File: config.mk
export PLATFORM = sky130hd
export DESIGN_NAME = adsr_core
export DESIGN_NICKNAME = d
export VERILOG_FILES = /design/src/rtl/adsr_core.sv
export SDC_FILE = /design/constraint.sdc
export NUM_CORES = 1
export LEC_CHECK = 0
export CAP_MARGIN = 40
export CORE_UTILIZATION = 30
export DETAILED_ROUTE_END_ITERATION = 8
export GPL_TIMING_DRIVEN = 0
export PLACE_DENSITY = 0.44
export SETUP_SLACK_MARGIN = 0.3
export SYNTH_ARGS = -nofsm -noshare
export SYNTH_HDL_FRONTEND = slang
export SYNTH_SLANG_ARGS = --single-unit
File: constraint.sdc
create_clock -name clk -period 4.1 [get_ports clk]
set_input_delay 0.82 -clock clk [delete_from_list [all_inputs] [get_ports clk]]
set_output_delay 0.82 -clock clk [all_outputs]
set_load 0.01 [all_outputs]
File: src/rtl/adsr_core.sv
// MMIO slot core generating a 16-bit ADSR amplitude envelope from a 32-bit accumulator.
// Configuration registers are written over the slot bus; start/abort are write-only strobes.
module adsr_core (
    input  logic        clk,
    input  logic        reset,
    input  logic        cs,
    input  logic        read,
    input  logic        write,
    input  logic [4:0]  addr,
    output logic [31:0] rd_data,
    input  logic [31:0] wr_data,
    output logic [15:0] env,
    output logic        adsr_idle
);

    typedef enum logic [2:0] {
        StIdle,
        StAttack,
        StDecay,
        StSustain,
        StRelease
    } state_e;

    localparam logic [31:0] AmpMax = 32'hFFFF_FFFF;

    state_e      state_q;
    logic [31:0] amp_q;
    logic [31:0] cnt_q;
    logic [31:0] attack_step_q;
    logic [31:0] decay_step_q;
    logic [31:0] sustain_level_q;
    logic [31:0] sustain_time_q;
    logic [31:0] release_step_q;

    logic        wr_en;
    logic        ctrl_wr;
    logic        start;
    logic        abort;
    logic [32:0] attack_sum;
    logic [32:0] decay_diff;
    logic [32:0] cnt_inc;
    logic        attack_done;
    logic        decay_done;
    logic        sustain_done;
    logic        release_done;

    // The read strobe has no side effects and only addr[2:0] is decoded.
    logic unused_inputs;
    assign unused_inputs = ^{read, addr[4:3]};

    assign wr_en   = cs & write;
    assign ctrl_wr = wr_en && (addr[2:0] == 3'd5);
    assign start   = ctrl_wr & wr_data[0];
    assign abort   = ctrl_wr & wr_data[1];

    // 33-bit arithmetic so no step can wrap the accumulator.
    always_comb begin
        attack_sum   = {1'b0, amp_q} + {1'b0, attack_step_q};
        decay_diff   = {1'b0, amp_q} - {1'b0, decay_step_q};
        cnt_inc      = {1'b0, cnt_q} + 33'd1;
        attack_done  = (attack_step_q == 32'd0) || (attack_sum >= {1'b0, AmpMax});
        // Signed compare: an underflowed difference counts as reaching sustain.
        decay_done   = (decay_step_q == 32'd0) ||
                       ($signed(decay_diff) <= $signed({1'b0, sustain_level_q}));
        sustain_done = cnt_inc >= {1'b0, sustain_time_q};
        release_done = (release_step_q == 32'd0) || (amp_q <= release_step_q);
    end

    always_ff @(posedge clk) begin
        if (reset) begin
            state_q         <= StIdle;
            amp_q           <= 32'd0;
            cnt_q           <= 32'd0;
            attack_step_q   <= 32'd0;
            decay_step_q    <= 32'd0;
            sustain_level_q <= 32'd0;
            sustain_time_q  <= 32'd0;
            release_step_q  <= 32'd0;
        end else begin
            if (wr_en) begin
                case (addr[2:0])
                    3'd0:    attack_step_q   <= wr_data;
                    3'd1:    decay_step_q    <= wr_data;
                    3'd2:    sustain_level_q <= wr_data;
                    3'd3:    sustain_time_q  <= wr_data;
                    3'd4:    release_step_q  <= wr_data;
                    default: ;
                endcase
            end

            if (abort) begin
                state_q <= StIdle;
                amp_q   <= 32'd0;
            end else if (start) begin
                // Retrigger keeps the current amplitude so attack resumes without a click.
                state_q <= StAttack;
            end else begin
                case (state_q)
                    StIdle: begin
                        amp_q <= 32'd0;
                    end
                    StAttack: begin
                        if (attack_done) begin
                            amp_q   <= AmpMax;
                            state_q <= StDecay;
                        end else begin
                            amp_q <= attack_sum[31:0];
                        end
                    end
                    StDecay: begin
                        if (decay_done) begin
                            amp_q   <= sustain_level_q;
                            cnt_q   <= 32'd0;
                            state_q <= StSustain;
                        end else begin
                            amp_q <= decay_diff[31:0];
                        end
                    end
                    StSustain: begin
                        if (sustain_done) begin
                            state_q <= StRelease;
                        end else begin
                            cnt_q <= cnt_inc[31:0];
                        end
                    end
                    StRelease: begin
                        if (release_done) begin
                            amp_q   <= 32'd0;
                            state_q <= StIdle;
                        end else begin
                            amp_q <= amp_q - release_step_q;
                        end
                    end
                    default: begin
                        state_q <= StIdle;
                        amp_q   <= 32'd0;
                    end
                endcase
            end
        end
    end

    assign env       = amp_q[31:16];
    assign adsr_idle = (state_q == StIdle);

    always_comb begin
        rd_data = 32'd0;
        case (addr[2:0])
            3'd0:    rd_data = {31'd0, adsr_idle};
            3'd1:    rd_data = {16'd0, env};
            default: rd_data = 32'd0;
        endcase
    end

endmodule

==> results.cfg <==
[status]
status = finished, violations left
violations = negative setup slack

[clocking]
clkSinkCount = 227
cts_hold_buf = 0
cts_tree = done
worstSkewPairLatency_ns = 0.61
cts_made_buffers = 30
htreeDepth = 1
cts.clk_slew.worst_paths_ns = 0.06
cts_buffer_depth = 3
root_buffer = clkbuf_16

[final_layout]
fill_cells = 6063
drive_above_1_share = 0.1439
antenna_cells = 0
fin_nets = 2824
final_util = 0.3834
multiInputGateArea_um2 = 12790
syn_to_final_growth_pct = 25.66
regArea_um2 = 4582

[route]
dr.first_iter.drc_count = 1079
top_layer = met4
dr.pass1.iters = 5
wirelength_met1_um = 32740
avgRoutedWirePerCell_um = 21.72
via_count = 18100
drc = 0
wl_um = 73940
wl_met3_um = 2825
vias_per_cell = 5.316
met2RoutedLength_um = 35940
ant_nets = 0

[yosys]
synth_cell_types = 83
synth.area.top_cells = dfxtp_1, ha_1, nand2_1, a21oi_1, inv_1
ys_ff_latch = 227
synth.top_cell.area_share = 0.2567
syn_inst = 2425
avgSynthCellArea_um2 = 7.300
synth-warning-count = 0
synth_edf_count = 0
async_flop_share = 0
synth-seq-area-share = 0.2567
synth_top_area_cell = dfxtp_1
syn_area_um2 = 17700
synthFlopType = dfxtp_1

[power_and_ir_drop]
report.power.total_mw = 6.531
power_density_nw_per_um2 = 293.6
p_sw_frac = 0.3064
power_frac_seq = 0.344
p_leak_nw = 8.869
ir_drop_v = 0.0003499
power_frac_clock = 0.421
p_sw_mw = 2.002
comb_power_share = 0.235
p_int_mw = 4.530

[sta]
hold_viol = 0
finClkSkew_ns = 0.02752
report.final.slew_viol_count = 0
setup_viol = 65
slew_headroom = 0.4199
hold_slack_ns = 0.4574
fmax_mhz = 187.4
fin_crit_sh = 1.301
worst_slew_pin_slew_ns = 0.8702
rsz0062_at_grt = true
period_needed_ns = 5.335
totalNegativeSetupSlack_ns = -71.88
setup_slack_ns = -1.235

[place]
place.gp.congestion = 0.9625
io_buffers = 68
hpwl_um = 59290

[critical_path]
cp_data_arrival_time_ns = 5.78
crit_type = reg -> reg
crit_path_end_kind = register
required_ns = 4.54
start_kind = register
crit_path_max_fanout = 8
worst_r2r_path_depth = 25

[floorplan]
die_h_um = 244.9
fp-row-count = 88
initial_core_util = 0.3051
die_w_um = 244.9
dieArea_um2 = 59990
core_um2 = 58030
ioPinCount = 91

[global_routing]
gr-total-overflow = 0
grtUsageTotal = 0.2404
antenna_found_initial = 1
grt_pass1_vias = 17730
grt_max_degree = 17
grt_first_pass_wirelength_um = 109000

[flow_run]
drv_cap = 0

[worst_hold_path]
hold_depth = 2
hold_path.class = reg -> reg
==> final timing paths <==
kind	from	to	slack, ns
max	amp_q[0]	amp_q[27]	-1.24
min	sustain_level_q[1]	sustain_level_q[1]	0.46
max reg2reg	amp_q[0]	amp_q[27]	-1.24
min reg2reg	sustain_level_q[1]	sustain_level_q[1]	0.46
==> worst max-delay path: stages (launching register included) <==
cell       delay [ns]
dfxtp_2          0.35
inv_4            0.05
ha_4             0.15
fa_2             0.35
nor2b_2          0.15
o2111ai_2        0.16
a211o_1          0.40
a31oi_2          0.25
nor3b_2          0.09
o31ai_2          0.33
xor2_1           0.29
ha_1             0.30
nand4_1          0.12
buf_6            0.15
nor4_4           0.05
and2_4           0.18
o31ai_4          0.06
nand4b_1         0.28
o211a_1          0.34
o41ai_4          0.08
buf_6            0.26
buf_4            0.17
buf_16           0.13
mux2_4           0.32
nand2_1          0.08
a311oi_1         0.09
==> cell usage after synthesis (33+ instances only) <==
master,instances
a211oi_1,36
a21o_1,66
a21oi_1,319
and3_1,33
clkbuf_1,108
dfxtp_1,227
ha_1,161
inv_1,154
nand2_1,453
nand3_1,55
nand4_1,51
nor2_1,109
nor3_1,41
o21ai_0,85
xnor2_1,65
xor2_1,40
==> sequential cells by signal (all words and copies together), names as in the netlist <==
| register | flops |
|---|---|
| sustain_level_q | 32 |
| attack_step_q | 32 |
| sustain_time_q | 32 |
| state_q | 3 |
| decay_step_q | 32 |
| release_step_q | 32 |
| amp_q | 32 |
| cnt_q | 32 |
==> power groups by stage <==
stage	sequential, mW	clock (mW)	combinational [mW]
5_1_grt	2.25	2.88	1.63
3_5_place_dp	2.30	0	1.26
6_report	2.25	2.75	1.53
4_1_cts	2.25	2.81	1.46
3_3_place_gp	2.30	0	1.24
2_1_floorplan	2.29	0	0.840
==> metrics by stage <==
step / setup slack (ns) / area (um2) / instances
after global routing: -1.302 / 22250 / 3405
final: -1.235 / 22250 / 3405
after detailed placement: -2.124 / 19780 / 3286
after CTS: -1.115 / 21900 / 3389
after floorplan: -0.1955 / 18000 / 2440
after global placement: -2.156 / 19640 / 3273
==> final cells by class <==
cell class | count | area share
Timing Repair Buffer | 147 | 0.06496
Inverter | 154 | 0.02610
Multi-Input combinational cell | 1902 | 0.5749
Sequential cell | 227 | 0.2060
Buffer | 156 | 0.03836
Clock buffer | 42 | 0.03982
Clock inverter | 12 | 0.006806
Tap cell | 765 | 0.04303
==> layer usage <==
metal	up-vias	track usage
li1	8955	-
met1	8613	0.3045
met2	423	0.4265
met3	109	0.02285
met4	0	0.07426
met5	-	0
==> cell families (layout without fill, tap and decap cells) <==
kind of cell,Yosys count,count (layout),share of synthesized area
AOI/OAI and AO/OA,690,690,0.2448
other,1,16,0.0002118
DFF,227,227,0.2567
adders and majority gates,164,164,0.1172
buffers and inverters,311,511,0.07421
xor gates and xnor gates,105,105,0.05195
muxes,41,41,0.02467
and+or+nand+nor,886,886,0.2303
==> placed cells by master (no fill, tap or decap), drive strengths merged, types with 33 or more instances in the layout <==
master | netlist | routed
a211oi | 36 | 36
a21o | 66 | 66
a21oi | 319 | 319
and3 | 33 | 33
buf | 48 | 126
clkbuf | 109 | 151
clkdlybuf4s50 | 0 | 68
dfxtp | 227 | 227
ha | 161 | 161
inv | 154 | 155
nand2 | 453 | 453
nand3 | 55 | 55
nand4 | 51 | 51
nor2 | 109 | 109
nor3 | 41 | 41
nor4 | 33 | 33
o21ai | 89 | 89
xnor2 | 65 | 65
xor2 | 40 | 40
==> timing repair <==
action	CTS	global route
resized for setup	144	60
setup buffers	46	15
endpoints found under the setup margin	77	67
gates cloned	4	1
pin swaps	53	61
No activity file was read; power rests on OpenSTA's default activity.
